<file path="src/rtl/blockmem_pkg.sv">
// blockmem_pkg
//   Shared constants for the block memory reader: default address/data
//   widths of the 256 x 32 operand memory and the reader FSM state encoding.
package blockmem_pkg;

  localparam int DEF_ADDR_WIDTH = 8;
  localparam int DEF_DATA_WIDTH = 32;

  localparam logic [1:0] ST_IDLE  = 2'd0;
  localparam logic [1:0] ST_RUN   = 2'd1;
  localparam logic [1:0] ST_DRAIN = 2'd2;

endpackage

</file>
<file path="src/rtl/blockmem_reader_fifo.sv">
// blockmem_reader_fifo
//   Two-entry output FIFO for the block memory reader. Each entry holds a
//   data word plus its last flag. The head entry drives the outputs
//   directly from registers; the second entry only fills while the sink is
//   stalled.
// Ports:
//   clk, reset     system clock, asynchronous active-high reset
//   wr_en_i        write one entry this cycle
//   wr_data_i      word to write
//   wr_last_i      last flag to write
//   rd_en_i        pop the head entry (only meaningful while rd_valid_o)
//   rd_valid_o     head entry valid
//   rd_data_o      head word
//   rd_last_o      head last flag
//   count_o        number of occupied entries (0..2)
module blockmem_reader_fifo
  import blockmem_pkg::*;
#(
  parameter int DATA_WIDTH = DEF_DATA_WIDTH
) (
  input  logic                  clk,
  input  logic                  reset,
  input  logic                  wr_en_i,
  input  logic [DATA_WIDTH-1:0] wr_data_i,
  input  logic                  wr_last_i,
  input  logic                  rd_en_i,
  output logic                  rd_valid_o,
  output logic [DATA_WIDTH-1:0] rd_data_o,
  output logic                  rd_last_o,
  output logic [1:0]            count_o
);

  logic [DATA_WIDTH:0] head_q, head_d;
  logic [DATA_WIDTH:0] tail_q, tail_d;
  logic [1:0]          count_q, count_d;
  logic [DATA_WIDTH:0] wr_entry;
  logic                pop;

  assign wr_entry = {wr_last_i, wr_data_i};
  assign pop      = rd_en_i && (count_q != 2'd0);

  always_comb begin
    head_d  = head_q;
    tail_d  = tail_q;
    count_d = count_q;
    case ({wr_en_i, pop})
      2'b10: begin
        if (count_q == 2'd0) head_d = wr_entry;
        else                 tail_d = wr_entry;
        count_d = count_q + 2'd1;
      end
      2'b01: begin
        // Head keeps its stale value when the FIFO empties.
        if (count_q == 2'd2) head_d = tail_q;
        count_d = count_q - 2'd1;
      end
      2'b11: begin
        if (count_q == 2'd2) begin
          head_d = tail_q;
          tail_d = wr_entry;
        end else begin
          head_d = wr_entry;
        end
      end
      default: ;
    endcase
  end

  always_ff @(posedge clk or posedge reset) begin
    if (reset) begin
      head_q  <= '0;
      tail_q  <= '0;
      count_q <= 2'd0;
    end else begin
      head_q  <= head_d;
      tail_q  <= tail_d;
      count_q <= count_d;
    end
  end

  assign rd_valid_o = (count_q != 2'd0);
  assign rd_data_o  = head_q[DATA_WIDTH-1:0];
  assign rd_last_o  = head_q[DATA_WIDTH];
  assign count_o    = count_q;

endmodule

</file>
<file path="src/rtl/blockmem_reader.sv">
// blockmem_reader
//   Read-side initiator for a synchronous block memory with one-cycle
//   registered read. A start command issues a run of consecutive read
//   addresses from base_addr and streams the returned words out on a
//   valid/ready interface with full backpressure, one word per cycle while
//   the sink is ready.
// Ports:
//   clk, reset       system clock, asynchronous active-high reset
//   start            begin a transfer (sampled only in IDLE)
//   base_addr        first word address, sampled with start
//   length           word count 0..2^ADDR_WIDTH, sampled with start
//   reverse          (BLOCKMEM_READER_REVERSE_EN only) descending order
//   busy             high whenever not IDLE
//   done             one-cycle pulse after a transfer completes
//   mem_read_addr    memory read address
//   mem_read_data    memory read data, valid the cycle after its address
//   out_valid/out_ready/out_data/out_last   output stream
// Configuration:
//   BLOCKMEM_READER_REVERSE_EN adds the reverse input; reverse=1 reads from
//   base_addr+length-1 down to base_addr.
//
// state | meaning
// ------+----------------------------------------------------------
// IDLE  | waiting for start; length 0 only pulses done
// RUN   | issuing reads while the FIFO has room
// DRAIN | all reads issued, waiting for the last word to be accepted
module blockmem_reader
  import blockmem_pkg::*;
#(
  parameter int ADDR_WIDTH = DEF_ADDR_WIDTH,
  parameter int DATA_WIDTH = DEF_DATA_WIDTH
) (
  input  logic                  clk,
  input  logic                  reset,
  input  logic                  start,
  input  logic [ADDR_WIDTH-1:0] base_addr,
  input  logic [ADDR_WIDTH:0]   length,
`ifdef BLOCKMEM_READER_REVERSE_EN
  input  logic                  reverse,
`endif
  output logic                  busy,
  output logic                  done,
  output logic [ADDR_WIDTH-1:0] mem_read_addr,
  input  logic [DATA_WIDTH-1:0] mem_read_data,
  output logic                  out_valid,
  input  logic                  out_ready,
  output logic [DATA_WIDTH-1:0] out_data,
  output logic                  out_last
);

  localparam logic [ADDR_WIDTH-1:0] ADDR_ONE = {{(ADDR_WIDTH-1){1'b0}}, 1'b1};
  localparam logic [ADDR_WIDTH:0]   CNT_ONE  = {{ADDR_WIDTH{1'b0}}, 1'b1};

  logic [1:0]            state_q, state_d;
  logic [ADDR_WIDTH-1:0] addr_q, addr_d;
  logic [ADDR_WIDTH-1:0] hold_addr_q, hold_addr_d;
  logic [ADDR_WIDTH:0]   issue_cnt_q, issue_cnt_d;
  logic [ADDR_WIDTH:0]   out_cnt_q, out_cnt_d;
  logic                  in_flight_q, in_flight_d;
  logic                  done_q, done_d;

  logic                  rev_in;
  logic                  dir_down;
  logic [ADDR_WIDTH-1:0] first_addr;
  logic                  issue;
  logic                  pop;
  logic [2:0]            occ;
  logic [1:0]            fifo_count;
  logic                  fifo_last;
  logic                  wr_last;

`ifdef BLOCKMEM_READER_REVERSE_EN
  logic rev_q, rev_d;

  assign rev_in   = reverse;
  assign dir_down = rev_q;
  assign rev_d    = (state_q == ST_IDLE && start) ? reverse : rev_q;

  always_ff @(posedge clk or posedge reset) begin
    if (reset) rev_q <= 1'b0;
    else       rev_q <= rev_d;
  end
`else
  assign rev_in   = 1'b0;
  assign dir_down = 1'b0;
`endif

  // Descending runs start at the top word; length 2^ADDR_WIDTH wraps to base-1.
  assign first_addr = rev_in ? (base_addr + length[ADDR_WIDTH-1:0] - ADDR_ONE)
                             : base_addr;

  assign pop = out_valid && out_ready;
  // Slots already committed after this cycle: stored words plus the word on
  // the memory bus, less the one leaving. Keeping this below 2 means every
  // issued read has a FIFO slot when its data arrives.
  assign occ   = {1'b0, fifo_count} + {2'b00, in_flight_q} - {2'b00, pop};
  assign issue = (state_q == ST_RUN) && (issue_cnt_q != '0) && (occ < 3'd2);

  assign wr_last = (out_cnt_q == CNT_ONE);

  always_comb begin
    state_d     = state_q;
    addr_d      = addr_q;
    hold_addr_d = hold_addr_q;
    issue_cnt_d = issue_cnt_q;
    out_cnt_d   = out_cnt_q;
    in_flight_d = issue;
    done_d      = 1'b0;

    if (in_flight_q) out_cnt_d = out_cnt_q - CNT_ONE;

    case (state_q)
      ST_IDLE: begin
        if (start) begin
          if (length == '0) begin
            done_d = 1'b1;
          end else begin
            addr_d      = first_addr;
            issue_cnt_d = length;
            out_cnt_d   = length;
            state_d     = ST_RUN;
          end
        end
      end
      ST_RUN: begin
        if (issue) begin
          hold_addr_d = addr_q;
          addr_d      = dir_down ? (addr_q - ADDR_ONE) : (addr_q + ADDR_ONE);
          issue_cnt_d = issue_cnt_q - CNT_ONE;
          if (issue_cnt_q == CNT_ONE) state_d = ST_DRAIN;
        end
      end
      ST_DRAIN: begin
        if (pop && fifo_last) begin
          state_d = ST_IDLE;
          done_d  = 1'b1;
        end
      end
      default: state_d = ST_IDLE;
    endcase
  end

  always_ff @(posedge clk or posedge reset) begin
    if (reset) begin
      state_q     <= ST_IDLE;
      addr_q      <= '0;
      hold_addr_q <= '0;
      issue_cnt_q <= '0;
      out_cnt_q   <= '0;
      in_flight_q <= 1'b0;
      done_q      <= 1'b0;
    end else begin
      state_q     <= state_d;
      addr_q      <= addr_d;
      hold_addr_q <= hold_addr_d;
      issue_cnt_q <= issue_cnt_d;
      out_cnt_q   <= out_cnt_d;
      in_flight_q <= in_flight_d;
      done_q      <= done_d;
    end
  end

  blockmem_reader_fifo #(
    .DATA_WIDTH(DATA_WIDTH)
  ) u_fifo (
    .clk        (clk),
    .reset      (reset),
    .wr_en_i    (in_flight_q),
    .wr_data_i  (mem_read_data),
    .wr_last_i  (wr_last),
    .rd_en_i    (pop),
    .rd_valid_o (out_valid),
    .rd_data_o  (out_data),
    .rd_last_o  (fifo_last),
    .count_o    (fifo_count)
  );

  // The address port shows the live counter while issuing and otherwise
  // holds the last address actually issued.
  assign mem_read_addr = issue ? addr_q : hold_addr_q;
  assign out_last      = fifo_last;
  assign busy          = (state_q != ST_IDLE);
  assign done          = done_q;

endmodule

</file>
<file path="config.mk">
export PLATFORM = sky130hd
export DESIGN_NAME = blockmem_reader
export DESIGN_NICKNAME = d
export VERILOG_FILES = /design/src/rtl/blockmem_pkg.sv /design/src/rtl/blockmem_reader_fifo.sv /design/src/rtl/blockmem_reader.sv
export SDC_FILE = /design/constraint.sdc
export NUM_CORES = 1
export LEC_CHECK = 0
export CAP_MARGIN = 20
export CORE_MARGIN = 3
export CORE_UTILIZATION = 45
export CTS_CLUSTER_SIZE = 40
export DETAILED_ROUTE_END_ITERATION = 10
export PLACE_DENSITY = 0.7
export SLEW_MARGIN = 10
export SYNTH_ARGS = -nofsm -noshare
export SYNTH_HDL_FRONTEND = slang
export SYNTH_SLANG_ARGS = --single-unit
</file>
<file path="constraint.sdc">
create_clock -name clk -period 2.9 [get_ports clk]
set_input_delay 0.29 -clock clk [delete_from_list [all_inputs] [get_ports clk]]
set_output_delay 0.29 -clock clk [all_outputs]
set_load 0.1 [all_outputs]
</file>
==> flow_summary.toml, run 1 <==
[outcome]
status = "complete, no violations"

[synth]
yosysWarnings = 0
synth_area_per_cell_um2 = 10.2
syn_area_um2 = 5140
synth_seq_area_share = 0.516
synthArstFlopShare = 1.00
syn-num-nets = 568
synthCells = 504
synth_enable_flop_cells = 0
synth.distinct_cells = 57
synth_top_flop_cell = "dfrtp_1"
ys_ff_latch = 106

[clock_network]
clk_latency_ns = 0.35
cts_buffers = 9
clock_path_buffers = 2
clock_sinks = 106
clk_pin_slew_worst_paths_ns = 0.07
cts_root_buf = "clkbuf_16"
cts_tree = "done"
holdBufCountCts = 0
h-tree-depth = 3

[worst_hold_path]
hold_class = "in2async"

[sta]
slew_violations = 0
fin_skew_ns = 0.0118
fin_setup_tns_ns = 0
hold_viol = 0
whs_ns = 0.463
rsz0062_at_grt = "no"
fin_crit_ns = 2.77
slew_headroom = 0.577
worst_slew_pin_slew_ns = 0.633
period_share = 0.955
setup_viol = 0
fmax_ghz = 0.361

[route]
vias_per_cell = 5.46
wl_per_cell_um = 16.2
wirelength_mm = 12.0
drc = 0
drtPass1Iterations = 5
drtAntennaViolNets = 0
vias = 4054
drtIter0Drc = 311

[die]
coreArea_um2 = 11000
start_util = 0.468
dieArea_um2 = 12700
rows = 38
dieHeight_um = 113
io_pins = 97
fp.dieW_um = 113

[critical_path]
worstPathRequired_ns = 2.61
path_max_fanout = 10
worstSetupPathType = "reg2out"
slowest_delay_ns = 0.54
start_kind = "flip-flop"
cp_cell_sequence = "nor2b_4, and2_4, o21ai_1, fa_2, and3_4, nand2_4, inv_8, nand2_1, nand2_2, buf_12"
r2r_start = "u_fifo.count_o[0]"
critPathLaunch = "u_fifo.count_o[0]"
slowest_stage = "fa_2"
cp_data_arrival_time_ns = 2.48
worstSetupEndpointType = "output port"

[placement]
hpwl_mm = 8.41
portBuffers = 96
place.gp.congestion = 0.827

[cells_and_area]
final_cell_mix = "dfrtp_1, nand2_1, o21ai_0"
num-nets-final = 662
layout_commonest_cell = "dfrtp_1"
drive_above_1_share = 0.224
num_antenna_cells = 0
area_growth_pct = 28.8

[grt]
track_usage = 0.196
grt_overflow = 0
antenna_found_initial = 0
grt_start_max_net_pins = 107
grt_pass1_wl_mm = 20.1
grt_pass1_vias = 4050

[job]
cap_violations = 0
## sequential cells by signal, indices dropped and copies added, names as in the netlist, 2 cells and up
| signal | flops |
|---|---|
| addr_q | 8 |
| hold_addr_q | 8 |
| issue_cnt_q | 9 |
| out_cnt_q | 9 |
| state_q | 2 |
| u_fifo.count_o | 2 |
| u_fifo.head_q | 33 |
| u_fifo.tail_q | 33 |
## path summary, 6_finish.rpt
check / endpoint / slack, ns / cells after the start
max in group asynchronous: u_fifo.count_o[0] / 2.02 / 3
worst max register to register: u_fifo.tail_q[23] / 0.33 / 10
worst min-delay path: u_fifo.head_q[1] / 0.46 / 3
worst min register to register: u_fifo.head_q[8] / 0.49 / 2
worst max-delay path: mem_read_addr[2] / 0.13 / 10
min in group clk: u_fifo.head_q[8] / 0.49 / 2
## worst max-delay path: cells and delay by family (launching register included)
| kind | cells | cell delay, ns |
|---|---|---|
| flip-flops | 1 | 0.44 |
| AO/OA/AOI/OAI | 1 | 0.08 |
| AND/OR/NAND/NOR | 6 | 0.79 |
| adder cells (fa/ha/maj) | 1 | 0.54 |
| buffers and inverters | 2 | 0.28 |
## final cells by class
| cell class | instances | area [um2] |
|---|---|---|
| clock buffer | 11 | 233 |
| clock inverter | 5 | 63.8 |
| fill | 920 | 4370 |
| inverter | 12 | 56.3 |
| multi-input combinational | 358 | 2350 |
| sequential | 106 | 2650 |
| tap | 140 | 175 |
| timing repair buffer | 111 | 1090 |
## per-layer routing
layer / vias up / GRT usage / routed length [um] / share of wire
li1: 1992 / - / - / -
met3: 6 / 0.0497 / 715 / 0.059
met4: 0 / 0.0793 / 101 / 0.0084
met5: - / 0 / 0 / 0
met2: 99 / 0.312 / 5920 / 0.49
met1: 1957 / 0.256 / 5290 / 0.44
## metrics by stage
| step | cell area (um2) | cells | setup slack (ns) | util |
|---|---|---|---|---|
| 2_1_floorplan | 5160 | 504 | 0.0135 | - |
| 3_3_place_gp | 6270 | 723 | 0.123 | 0.571 |
| 3_5_place_dp | 6270 | 723 | 0.0493 | 0.571 |
| 4_1_cts | 6590 | 741 | 0.0121 | 0.600 |
| 5_1_grt | 6620 | 743 | 0.00510 | 0.602 |
| 6_report | 6620 | 743 | 0.131 | 0.602 |
## kinds of logic (layout without fill, tap and decap cells)
logic type      Yosys count  count (layout)  share of synthesized area
compound gates          142             142                      0.171
buf+inv                  40             139                     0.0412
fa+ha+maj                11              11                     0.0283
mux                      35              35                     0.0762
simple gates            158             158                      0.146
flops                   106             106                      0.516
xor+xnor                 12              12                     0.0205
## Yosys cell counts, types with 2 or more instances
library cell	count	area share
dfrtp_1	106	0.52
a21oi_1	22	0.021
buf_6	4	0.0088
o22ai_1	4	0.0049
a22oi_1	32	0.047
nor2b_1	3	0.0037
a21o_1	2	0.0029
o211ai_1	2	0.0029
and2_1	2	0.0024
nand4_1	2	0.0024
buf_2	18	0.018
xor2_1	5	0.0085
mux2_2	33	0.072
o21ai_0	60	0.058
o21a_1	2	0.0029
nand2_1	100	0.073
or4_1	4	0.0058
xnor2_1	7	0.012
clkbuf_1	5	0.0037
a31oi_1	7	0.0085
nor4_1	6	0.0073
nor3_1	5	0.0049
ha_1	10	0.024
inv_1	11	0.0080
nand3_1	11	0.011
nor2_1	9	0.0066
mux2i_1	2	0.0039
## timing repair
item                                    CTS  global route
buffers inserted                          2             2
endpoints found under the setup margin    8             8
pin swaps                                 1             0
gates resized for setup                   3             5
gates cloned                              0             0
Power of run 1 is not shown: default switching activity piles up to over one toggle a cycle in this logic, so the estimate is an artifact.
==> run 2, diff against run 1 <==
CTS_CLUSTER_DIAMETER = 30   (was unset)
PLACE_DENSITY = 0.68   (was 0.7)
clock period = 3.3 ns   (was 2.9 ns; I/O delays follow)
==> run 2 against run 1 <==
Effect of this change:
- register-to-register slack improved by 0.46 ns
- global-route usage fell by 0.23 points
- sequential share of layout area is essentially flat
- clock skew fell by 0.0041 ns
- non-clock buffer count down 7
==> flow_summary.toml, run 2 (same netlist as run 1, synthesis figures left out) <==
[grt]
grt_overflow = 0
grt_pass1_vias = 4086
grt_start_max_net_pins = 67
grt_pass1_wl_mm = 20.2
antenna_found_initial = 0
track_usage = 0.193

[cells_and_area]
num_antenna_cells = 0
final_cell_mix = "dfrtp_1, nand2_1, clkdlybuf4s50_1"
num-nets-final = 655
regArea_um2 = 2650
final-instance-count-excl-fill = 735
multi_input_area_um2 = 2310
drive_above_1_share = 0.138
reg.largest.list = "u_fifo.head_q (33), u_fifo.tail_q (33)"
layout_commonest_cell = "dfrtp_1"
nFillCells = 968
area_growth_pct = 28.7
final_core_util = 0.602

[clock_network]
h-tree-depth = 3
clk_latency_ns = 0.34
ctsResizeCount = 0
cts_buffers = 9
cts_root_buf = "clkbuf_16"
clock_sinks = 106
cts_tree = "done"
holdBufCountCts = 0
clock_path_buffers = 2
postCtsSetupRepairBufs = 0
clk_pin_slew_worst_paths_ns = 0.07

[sta]
period_share = 0.919
fin_crit_ns = 3.03
hold_viol = 0
fmax_ghz = 0.330
setup_viol = 0
slew_violations = 0
fin_setup_tns_ns = 0
worst_slew_pin_slew_ns = 1.03
rsz0062_at_grt = "no"
slew_headroom = 0.313
fin_skew_ns = 0.00765

[critical_path]
start_kind = "flip-flop"
worstSetupPathType = "reg2out"
rrSetupSlack_ns = 0.79
worstPathRequired_ns = 2.97
critPathLaunch = "u_fifo.count_o[1]"
path_max_fanout = 10
cp_cell_sequence = "nor2b_1, and2_1, o21ai_0, fa_1, xnor2_1, and3_4, nand2_4, clkinv_4, nand2_1, nand2_1, buf_12"
r2r_start = "u_fifo.count_o[1]"
slowest_delay_ns = 0.45
r2r_end = "issue_cnt_q[1]"
cpMostUsedCell = "nand2_1"
crit_path_end = "mem_read_addr[4]"
slowest_stage = "dfrtp_2"
worstSetupEndpointType = "output port"
cp_data_arrival_time_ns = 2.70
reg2reg_depth = 9

[die]
dieHeight_um = 113
fp.dieW_um = 113
coreArea_um2 = 11000
dieArea_um2 = 12700
io_pins = 97
start_util = 0.468
rows = 38

[route]
vias_per_cell = 5.48
wirelength_mm = 12.1
wl_per_cell_um = 16.4
drc = 0
drtPass1Iterations = 4
drtIter0Drc = 220
vias = 4026
drtAntennaViolNets = 0

[placement]
hpwl_mm = 8.41
placedCellCount = 720
portBuffers = 96
place.gp.congestion = 0.862

[job]
cap_violations = 0

[outcome]
status = "complete, no violations"

[worst_hold_path]
hold_class = "in2async"
==> run 2: cell count changes in the layout (fill, tap and decap cells not counted), sizes merged <==
| cell | previous run | this run |
|---|---|---|
| clkbuf | 11 | 10 |
| inv | 12 | 13 |
| clkdlybuf4s50 | 52 | 87 |
| clkinvlp | 2 | 1 |
| buf | 59 | 17 |
==> run 2: worst min path at each step <==
stage | start | to | cells past startpoint
after global routing | hold_addr_q[4] | hold_addr_q[4] | 2
final | reset | u_fifo.head_q[6] | 2
after floorplan | hold_addr_q[1] | hold_addr_q[1] | 2
after detailed placement | hold_addr_q[4] | hold_addr_q[4] | 2
after global placement | hold_addr_q[7] | hold_addr_q[7] | 2
after CTS | hold_addr_q[4] | hold_addr_q[4] | 2
==> run 2: layer usage <==
layer  global-route usage  part of all wire  vias to the layer above
met3               0.0374             0.044                       16
met1                0.263              0.46                     1958
met2                0.309              0.48                       83
met5                    0                 0                        -
met4               0.0721             0.018                        0
li1                     -                 -                     1969
==> run 2: layout make-up <==
type | instances | area share
inverter | 12 | 0.00795
tap | 140 | 0.0265
timing repair buffer | 104 | 0.170
clock inverter | 5 | 0.00965
sequential | 106 | 0.401
clock buffer | 10 | 0.0346
multi-input combinational | 358 | 0.350
==> run 2: through the flow <==
stage,worst slack [ns],hold slack (ns),area [um2]
after floorplan,0.181,0.439,5140
after global placement,0.428,0.456,6310
after detailed placement,0.330,0.458,6310
after CTS,0.106,0.475,6610
after global routing,0.00428,0.497,6610
final,0.269,0.473,6610
==> run 2: critical path: cells and delay by family, from the launching register on <==
family	cells	cell delay [ns]
flops	1	0.45
simple gates	6	0.93
compound gates	1	0.12
fa+ha+maj	1	0.41
buf+inv	2	0.29
xor+xnor	1	0.15
Power of run 2 is left out for the same reason.
